**src/rtl/mem_pkg.sv**
```systemverilog
// Shared types for the memory responder: FSM states, request source tags, word mask.
package mem_pkg;

  typedef enum logic [1:0] {IDLE, ACCESS, DONE} mem_state_t;
  typedef enum logic [1:0] {SRC_NONE, SRC_I, SRC_DR, SRC_DW} mem_src_t;

  localparam logic [1:0] WORD_MASK = 2'b11;

endpackage

```
**src/rtl/mem_lat_counter.sv**
```systemverilog
// RAM access latency down-counter: load to RAM_LATENCY-1, decrement, terminal-count flag.
module mem_lat_counter #(
  parameter int RAM_LATENCY = 2
) (
  input  logic clk,
  input  logic rst,
  input  logic load,
  input  logic dec,
  output logic zero
);

  localparam int CW = $clog2(RAM_LATENCY) + 1;

  logic [CW-1:0] cnt;

  always_ff @(posedge clk) begin
    if (rst) begin
      cnt <= '0;
    end else if (load) begin
      cnt <= CW'(RAM_LATENCY - 1);
    end else if (dec && (cnt != '0)) begin
      cnt <= cnt - CW'(1);
    end
  end

  assign zero = (cnt == '0);

endmodule

```
**src/rtl/mem_responder.sv**
```systemverilog
// Arbitrates instruction fetches and data loads/stores onto one fixed-latency single-port RAM.
// Optional MEM_ALIGN_CHECK_EN: misaligned requests skip the RAM and pulse d_err with ready.
//
// state  | meaning
// IDLE   | waiting for a request; data wins over instruction, store over load
// ACCESS | RAM strobe held while the latency counter runs down
// DONE   | ready pulse cycle; requests ignored
module mem_responder
  import mem_pkg::*;
#(
  parameter int ADDR_W      = 32,
  parameter int DATA_W      = 32,
  parameter int RAM_LATENCY = 2
) (
  input  logic              clk,
  input  logic              rst,
  input  logic              i_ren,
  input  logic [ADDR_W-1:0] i_addr,
  output logic [DATA_W-1:0] i_load,
  output logic              i_ready,
  input  logic              d_ren,
  input  logic              d_wen,
  input  logic [ADDR_W-1:0] d_addr,
  input  logic [DATA_W-1:0] d_store,
  output logic [DATA_W-1:0] d_load,
  output logic              d_ready,
  output logic              d_err,
  output logic              busy,
  output logic [ADDR_W-1:0] ram_addr,
  output logic [DATA_W-1:0] ram_store,
  output logic              ram_ren,
  output logic              ram_wen,
  input  logic [DATA_W-1:0] ram_load
);

  mem_state_t        state;
  mem_src_t          src;
  mem_src_t          req_src;
  logic [ADDR_W-1:0] req_addr;
  logic              req_any;
  logic              misalign;
  logic              cnt_load;
  logic              cnt_dec;
  logic              cnt_zero;

  always_comb begin
    req_src  = SRC_NONE;
    req_addr = i_addr;
    if (d_wen) begin
      req_src  = SRC_DW;
      req_addr = d_addr;
    end else if (d_ren) begin
      req_src  = SRC_DR;
      req_addr = d_addr;
    end else if (i_ren) begin
      req_src  = SRC_I;
    end
  end

  assign req_any = (req_src != SRC_NONE);

`ifdef MEM_ALIGN_CHECK_EN
  assign misalign = |(req_addr[1:0] & WORD_MASK);
`else
  assign misalign = 1'b0;
`endif

  assign cnt_load = (state == IDLE) && req_any && !misalign;
  assign cnt_dec  = (state == ACCESS);
  assign busy     = (state != IDLE);

  mem_lat_counter #(.RAM_LATENCY(RAM_LATENCY)) u_lat (
    .clk  (clk),
    .rst  (rst),
    .load (cnt_load),
    .dec  (cnt_dec),
    .zero (cnt_zero)
  );

  always_ff @(posedge clk) begin
    if (rst) begin
      state     <= IDLE;
      src       <= SRC_NONE;
      i_load    <= '0;
      i_ready   <= 1'b0;
      d_load    <= '0;
      d_ready   <= 1'b0;
      d_err     <= 1'b0;
      ram_addr  <= '0;
      ram_store <= '0;
      ram_ren   <= 1'b0;
      ram_wen   <= 1'b0;
    end else begin
      i_ready <= 1'b0;
      d_ready <= 1'b0;
      d_err   <= 1'b0;
      case (state)
        IDLE: begin
          if (req_any) begin
            src <= req_src;
            if (misalign) begin
              state <= DONE;
              d_err <= 1'b1;
              if (req_src == SRC_I) i_ready <= 1'b1;
              else                  d_ready <= 1'b1;
            end else begin
              state     <= ACCESS;
              ram_addr  <= req_addr & ~ADDR_W'(WORD_MASK);
              ram_store <= (req_src == SRC_DW) ? d_store : '0;
              ram_ren   <= (req_src != SRC_DW);
              ram_wen   <= (req_src == SRC_DW);
            end
          end
        end
        ACCESS: begin
          if (cnt_zero) begin
            ram_ren <= 1'b0;
            ram_wen <= 1'b0;
            state   <= DONE;
            case (src)
              SRC_I:   begin i_load <= ram_load; i_ready <= 1'b1; end
              SRC_DR:  begin d_load <= ram_load; d_ready <= 1'b1; end
              default: d_ready <= 1'b1;
            endcase
          end
        end
        DONE:    state <= IDLE;
        default: state <= IDLE;
      endcase
    end
  end

endmodule

```
**config.mk**
```make
export PLATFORM = sky130hd
export DESIGN_NAME = mem_responder
export DESIGN_NICKNAME = d
export VERILOG_FILES = /design/src/rtl/mem_pkg.sv /design/src/rtl/mem_lat_counter.sv /design/src/rtl/mem_responder.sv
export SDC_FILE = /design/constraint.sdc
export NUM_CORES = 1
export LEC_CHECK = 0
export CORE_MARGIN = 4
export CORE_UTILIZATION = 42
export CTS_BUF_LIST = sky130_fd_sc_hd__clkbuf_4
export DETAILED_ROUTE_END_ITERATION = 6
export PLACE_DENSITY = 0.79
export SETUP_SLACK_MARGIN = 0.15
export SLEW_MARGIN = 20
export SYNTH_ARGS = -nofsm -noshare
export SYNTH_HDL_FRONTEND = slang
export SYNTH_SLANG_ARGS = --single-unit
```
**constraint.sdc**
```tcl
create_clock -name clk -period 2.2 [get_ports clk]
set_clock_uncertainty 0.05 [all_clocks]
set_input_delay 0.33 -clock clk [delete_from_list [all_inputs] [get_ports clk]]
set_output_delay 0.33 -clock clk [all_outputs]
set_load 0.1 [all_outputs]
```
# [After elaboration in Yosys (flattened, before gate mapping)]
# Cells that the tools add are included.
[totals] in_bits=133 register_bits=136 elab_cells=56 out_inout_bits=134
[op_classes] mux=18 addsub=1 n_eq_ne=7 reduce_logical=16 bitwise_logic=2
[op_table] operator="$mux W32" n=3
[op_table] operator="$reduce_bool A2 Y1" n=5
[op_table] operator="$reduce_and A3 Y1" n=3
[op_table] operator="$mux W1" n=8
[op_table] operator="$mux W2" n=4
[op_table] operator="$ne A2 B2 Y1 const B" n=3
[op_table] operator="$eq A2 B1 Y1 const B" n=2
[op_table] operator="$eq A2 B2 Y1 const B" n=2
[op_table] operator="$logic_not A2 Y1" n=2
[op_table] operator="$pmux W1 S2" n=2
[op_table] operator="$pmux W2 S2" n=1
[op_table] operator="$reduce_and A2 Y1" n=2
[op_table] operator="$reduce_or A3 Y1" n=1
[op_table] operator="$logic_and A1 B1 Y1" n=2
[op_table] operator="$not A1 Y1" n=2
[op_table] operator="$reduce_or A2 Y1" n=1
[op_table] operator="$sub A2 B1 Y2 const B" n=1

# [Depth between registers and ports, before layout]
# Gate-level depths: netlist (run 1).
[depth] ltp_word=6 mapped_depth=7 mapped_depth_nobuf=5

# [Modules after synthesis]
# A second synthesis (run 1) with hierarchy kept.
[unflattened] cells_unflattened=613 area_unflattened_um2=5634.2
[modules_own_cells] module="mem_responder" area_each_um2=5510.3 instances=1 seq_area_each_um2=2682.6 cells_each=602
[modules_own_cells] module="mem_lat_counter" area_each_um2=123.9 instances=1 seq_area_each_um2=40.0 cells_each=11

# [Least setup slack after synthesis (run 1)]
# OpenSTA, ideal clock, no wires.
[synth_path] kind="reg-to-reg" startpoint="reg state[0]" endpoint="reg ram_addr[10]" path_stages_with_launch=6 period_less_slack_ns=1.911 arrival_time_ns=1.770 setup_slack_ns=0.289 required_ns=2.059 setup_time_ns=0.091 n_path_buf=1 path_cell_list="dfxtp_1 -> nor2_4 -> inv_1 -> a21oi_1 -> buf_2 -> a311oi_1"
[synth_between] elab_chain_len=2
[synth_rtl] item="from (decl)" line_no="mem_responder.sv:36" text="mem_state_t state;"
[synth_rtl] item="from (signal assigned)" line_no="mem_responder.sv:82" text="state <= IDLE;"
[synth_rtl] item="from (signal assigned)" line_no="mem_responder.sv:102" text="state <= DONE;"
[synth_rtl] item="from (signal assigned)" line_no="mem_responder.sv:107" text="state <= ACCESS;"
[synth_rtl] item="$logic_not A2 Y1" line_no="mem_responder.sv:97" text="case (state)"
[synth_rtl] item="$reduce_and A2 Y1 (no source line)"
[synth_rtl] item="to (signal assigned)" line_no="mem_responder.sv:108" text="ram_addr <= req_addr & ~ADDR_W'(WORD_MASK);"
[synth_rtl] item="to (decl)" line_no="mem_responder.sv:29" text="output logic [ADDR_W-1:0] ram_addr,"
# No other way between the ends.
# A chain may end at the register's enable or synchronous reset.

# [Worst setup path in the final report (run 1)]
[layout_path] startpoint="reg state[0]" endpoint="out busy"
[layout_between] elab_chain_len=1
[layout_rtl] item="$reduce_bool A2 Y1" line_no="mem_responder.sv:70" text="assign busy = (state != IDLE);"
[layout_rtl] item="to (decl)" line_no="mem_responder.sv:28" text="output logic busy,"
# No other way between the ends.

==> results.yml, run 1 <==
final_layout:
  drive_gt1_frac: 0.237
  areaGrowthSynthToFinish_pct: 50.4
  fin_nets: 922
sta:
  fin_crit_sh: 0.860
  fmax_ghz: 0.528
  relSlewSlack: 0.598
  finalSetupTns_ns: 0
  rsz0062_at_grt: "no"
  finalSetupViolations: 0
  worstMarginPinSlew_ns: 0.603
  fin_crit_ns: 1.89
  holdWs_ns: 0.275
  hold_viol_final: 0
  finalMaxSlewViolations: 0
power_and_ir_drop:
  leakage_nw: 3.49
  p_per_area_nw_per_um2: 827
  switching_power_mw: 2.68
  swShare: 0.396
  finalPower_mw: 6.75
  p_comb_frac: 0.348
  internal_power_mw: 4.08
  ir_drop_mv: 0.448
  seqPwrFrac: 0.407
  p_clk_frac: 0.245
run:
  maxCapViolations: 0
routing:
  wl_per_cell_um: 16.1
  drtAntennaViolNets: 0
  drc_errors: 0
  num_vias: 4919
  drt-total-wl_um: 15600
  routed_via_density: 5.05
  first_pass_iters: 4
  drtIter0Drc: 243
cts:
  cts_tree: "built"
  cts.sinks: 136
  clock_latency_ns: 0.52
  htree_num_levels: 4
  cts_resized: 0
  clk_path_buf_depth: 2
  cts_made_buffers: 17
  postCtsSetupRepairBufs: 1
  clk_pin_slew_ns: 0.11
  cts_root_buf: "clkbuf_4"
  ctsHoldBuffers: 0
yosys:
  synth-seq-cells: 136
  yosys_most_used_dff: "dfxtp_1"
  syn_inst: 540
  synth_warnings: 0
  synth_edf_count: 0
  synthTopCellsByCount: "dfxtp_1, nand2b_1, mux2i_1"
  yosys.area.top_type: "dfxtp_1"
  synth.most_common_cell: "dfxtp_1"
  synth.area.top_cells: "dfxtp_1, mux2i_1, nand2b_1"
  synth_area_sq_um: 5430
  netlist.area_leader.share: 0.502
  synthArstFlopShare: 0
  ys_types: 32
  seq_area_frac_synth: 0.502
  syn_area_per_cell_sq_um: 10.1
global_route:
  grt_use_met1: 0.243
  gr-total-overflow: 0
  grtUsageMet2: 0.350
  grt_pass1_wl_um: 24500
  busiest_layer: "met2"
  grt_use_met3: 0.0594
  grt_max_degree: 72
  grt_pass1_vias: 5052
  antenna_found_initial: 0
  globalRouteTotalUtil: 0.208
place:
  gp_congestion: 0.803
  portBuffers: 259
  hpwl_um: 11500
die:
  initial_utilization: 0.430
  core_sq_um: 12600
  num_rows: 41
  die_x_um: 122
  ios: 267
  dieHeight_um: 122
  dieArea_sq_um: 14800
critical_path:
  cp_cell_sequence: "nor2_4, inv_1, buf_12"
  start_kind: "register"
  worstPathRequired_ns: 1.82
  critPathMaxStageDelay_ns: 0.49
  crit_arrival_ns: 1.51
  slowest_stage: "dfxtp_1"
  critPathMaxFanout: 5
  cp-end-kind: "primary output"
  crit_type: "register to primary output"
outcome:
  status: "finished clean"
min_path:
  hold_path_class: "input pin to register"
-- routing by layer --
metal / share of wire / wire (um) / up-vias
met1: 0.41 / 6410 / 2274
met5: 0 / 0 / -
met4: 0.033 / 517 / 0
li1: - / - / 2400
met3: 0.071 / 1100 / 41
met2: 0.49 / 7600 / 204
-- final timing paths --
check	from	end	slack, ns	cells after the start
max	state[0]	busy	0.31	3
min reg2reg	i_load[16]	i_load[16]	0.43	2
max reg2reg	u_lat.cnt[0]	d_load[26]	0.44	6
min	rst	i_ready	0.27	2
-- cell usage in the layout (no fill, tap or decap) --
master           netlist  layout
o21ai_0               34      34
buf_12                 0       4
nand3b_1               2       2
or2_2                  1       1
a21oi_2                1       2
nor3_4                 0       1
a22o_1                32      32
nor2_4                 1       1
nor3b_1                1       1
nor2_2                 0       1
mux2i_1               64      64
nor3b_2                1       1
clkdlybuf4s50_1        0     127
nand2_1               30      30
or3b_1                 1       1
conb_1                 1       3
nor2b_1                2       1
clkinv_1               0       1
a21o_1                 1       1
clkinv_4               0       1
bufinv_16              0       3
dfxtp_1              136     136
nand3_1                1       1
o21bai_1               1       1
clkbuf_4               0      17
diode_2                0       1
or3_1                  1       1
nand2b_1              97      97
buf_4                  5     146
ha_1                   1       1
a311oi_1              31      31
clkinv_2               0       7
nor2_1                 6       5
nor2b_2                0       1
clkinvlp_4             0       3
a2111oi_0              1       1
nor3_1                 1       1
inv_1                  5       5
a21oi_1               35      34
nand3b_4               1       1
-- worst max-delay path, delay by kind of cell, from the launching register on --
kind          cells  cell delay, ns
flops             1            0.49
simple gates      1            0.08
buf+inv           2            0.41
-- sequential cells by signal, indices dropped and copies added, names as in the netlist --
register / cells
i_load: 32
d_ready: 1
u_lat.cnt: 2
d_load: 32
src: 2
ram_ren: 1
ram_addr: 30
ram_store: 32
i_ready: 1
ram_wen: 1
state: 2
-- cells by family after synthesis --
logic type | Yosys count | share of synthesized area
other cells | 1 | 0.000691
compound gates | 136 | 0.171
simple gates | 147 | 0.159
buf+inv | 55 | 0.0473
fa+ha+maj | 1 | 0.00230
flops | 136 | 0.502
mux | 64 | 0.118
-- through the flow --
step / cells / util / setup slack [ns] / cell area (sq um)
after floorplan: 542 / - / 0.289 / 5440
after global placement: 940 / 0.623 / 0.0817 / 7870
after detailed placement: 940 / 0.623 / 0.0123 / 7870
after CTS: 973 / 0.647 / 0.243 / 8160
after global routing: 973 / 0.647 / 0.186 / 8160
final: 974 / 0.647 / 0.307 / 8170
-- power by group through the flow --
stage          clock, mW  sequential [mW]  combinational (mW)
2_1_floorplan          0             3.96               0.518
3_3_place_gp           0             2.79                2.32
3_5_place_dp           0             2.80                2.36
4_1_cts             1.72             2.75                2.36
5_1_grt             1.83             2.77                2.45
6_report            1.65             2.75                2.35
-- final cells by class --
type / count / area [sq um]
Antenna cell: 1 / 2.50
Clock buffer: 17 / 128
Clock inverter: 15 / 160
Fill cell: 1062 / 4450
Inverter: 5 / 18.8
Multi-Input combinational cell: 351 / 2470
Sequential cell: 136 / 2720
Tap cell: 172 / 215
Timing Repair Buffer: 277 / 2450
No activity file was read; power rests on OpenSTA's default activity.
==> run 2: changes to the inputs <==
--- a/config.mk
+++ b/config.mk
@@ -6,10 +6,9 @@
 export NUM_CORES = 1
 export LEC_CHECK = 0
 export CORE_MARGIN = 4
-export CORE_UTILIZATION = 42
-export CTS_BUF_LIST = sky130_fd_sc_hd__clkbuf_4
+export CORE_UTILIZATION = 41
 export DETAILED_ROUTE_END_ITERATION = 6
-export PLACE_DENSITY = 0.79
+export PLACE_DENSITY = 0.77
 export SETUP_SLACK_MARGIN = 0.15
 export SLEW_MARGIN = 20
 export SYNTH_ARGS = -nofsm -noshare
==> run 2 against run 1 <==
  * Die area increased by 2.3%
  * Via count about the same
  * Combinational power about the same
  * Register-to-register slack about the same
  * Critical path depth unchanged
  * Core utilization increased by 1.6 points
  * Critical endpoint unchanged
  * Largest power group is now the clock network
==> results.yml, run 2 (same netlist as run 1, synthesis figures left out) <==
outcome:
  status: "finished clean"
critical_path:
  worstPathRequired_ns: 1.82
  cp-endpoint: "busy"
  start_kind: "register"
  crit_type: "register to primary output"
  rrSetupSlack_ns: 0.43
  cp-end-kind: "primary output"
  r2r_cells: 5
  crit_arrival_ns: 1.57
  reg2reg_from: "state[0]"
  crit_start: "state[0]"
  r2r_end: "ram_store[28]"
  critPathMaxFanout: 16
global_route:
  antenna_found_initial: 0
  globalRouteTotalUtil: 0.204
  gr-total-overflow: 0
  grt_pass1_vias: 4903
  grt_pass1_wl_um: 24400
  grt_max_degree: 78
sta:
  relSlewSlack: 0.563
  fin_crit_ns: 1.95
  hold_viol_final: 0
  finalMaxSlewViolations: 0
  layout_setup_ws_ns: 0.249
  finalSetupTns_ns: 0
  rsz0062_at_grt: "no"
  worstMarginPinSlew_ns: 0.655
  fmax_ghz: 0.513
  finalSetupViolations: 0
  fin_crit_sh: 0.887
  holdWs_ns: 0.369
die:
  num_rows: 41
  dieHeight_um: 123
  initial_utilization: 0.425
  die_x_um: 123
  ios: 267
  core_sq_um: 12800
  dieArea_sq_um: 15100
power_and_ir_drop:
  leakage_nw: 3.62
  ir_drop_mv: 0.503
  p_per_area_nw_per_um2: 947
final_layout:
  areaGrowthSynthToFinish_pct: 56.1
  layout_common_cells: "buf_4, dfxtp_1, clkdlybuf4s50_1"
  utilization: 0.663
  drive_gt1_frac: 0.235
  diodes: 0
  layout_commonest_cell: "buf_4"
  n_fill_cell: 1015
  fin_nets: 922
  largestRegisters: "d_load x32, i_load x32, ram_store x32"
min_path:
  hold_path_class: "input pin to register"
cts:
  cts_resized: 0
  cts.sinks: 136
  cts_made_buffers: 17
  clk_path_buf_depth: 2
  cts_tree: "built"
  cts_root_buf: "clkbuf_16"
  clk_pin_slew_ns: 0.06
  postCtsSetupRepairBufs: 0
  htree_num_levels: 4
  ctsHoldBuffers: 0
  clock_latency_ns: 0.41
routing:
  first_pass_iters: 4
  drt-total-wl_um: 16100
  num_vias: 4916
  drtAntennaViolNets: 0
  drtIter0Drc: 236
  wl_per_cell_um: 16.6
  routed_via_density: 5.06
  drc_errors: 0
place:
  hpwl_um: 11800
  place_ws_ns: 0.0953
  portBuffers: 259
  gp_congestion: 0.792
run:
  maxCapViolations: 0
[run 2: worst min-delay path by stage]
| stage | startpoint | depth (start not counted) | slack, ns | end |
|---|---|---|---|---|
| 2_1_floorplan | u_lat.cnt[0] | 2 | 0.40 | u_lat.cnt[0] |
| 3_3_place_gp | d_load[2] | 2 | 0.41 | d_load[2] |
| 3_5_place_dp | d_load[0] | 2 | 0.41 | d_load[0] |
| 4_1_cts | rst | 2 | 0.38 | state[1] |
| 5_1_grt | i_load[19] | 2 | 0.43 | i_load[19] |
| 6_report | rst | 2 | 0.37 | i_ready |
[run 2: layout make-up]
| type | instances | area [sq um] | area share |
|---|---|---|---|
| Sequential cell | 136 | 2720 | 0.321 |
| Timing Repair Buffer | 277 | 2430 | 0.287 |
| Clock inverter | 12 | 178 | 0.0210 |
| Inverter | 5 | 18.8 | 0.00222 |
| Tap cell | 172 | 215 | 0.0254 |
| Multi-Input combinational cell | 351 | 2470 | 0.292 |
| Clock buffer | 19 | 433 | 0.0511 |
[run 2: critical path, stage by stage, from the launching register on]
cell	delay (ns)
dfxtp_1	0.38
nor2_4	0.33
inv_1	0.22
buf_12	0.22
[run 2: power breakdown]
group,internal (mW),switching (mW),leakage (nW)
Sequential,2.64,0.108,1.11
Clock,1.89,1.04,0.297
Combinational,0.659,1.68,2.22
Total,5.19,2.83,3.62
[run 2: per-layer routing]
metal	routed length [um]	part of all wire	up-vias	track usage
met1	6440	0.40	2277	0.241
met2	8040	0.50	213	0.355
met3	1400	0.087	22	0.0581
met5	0	0	-	0
met4	262	0.016	0	0.0734
li1	-	-	2404	-
[run 2: metrics by stage]
step           cell area (sq um)  cells  total power, mW
2_1_floorplan               5440    542             4.48
3_3_place_gp                7860    941             5.12
3_5_place_dp                7860    941             5.15
4_1_cts                     8470    972             8.09
5_1_grt                     8470    972             8.30
6_report                    8470    972             8.02
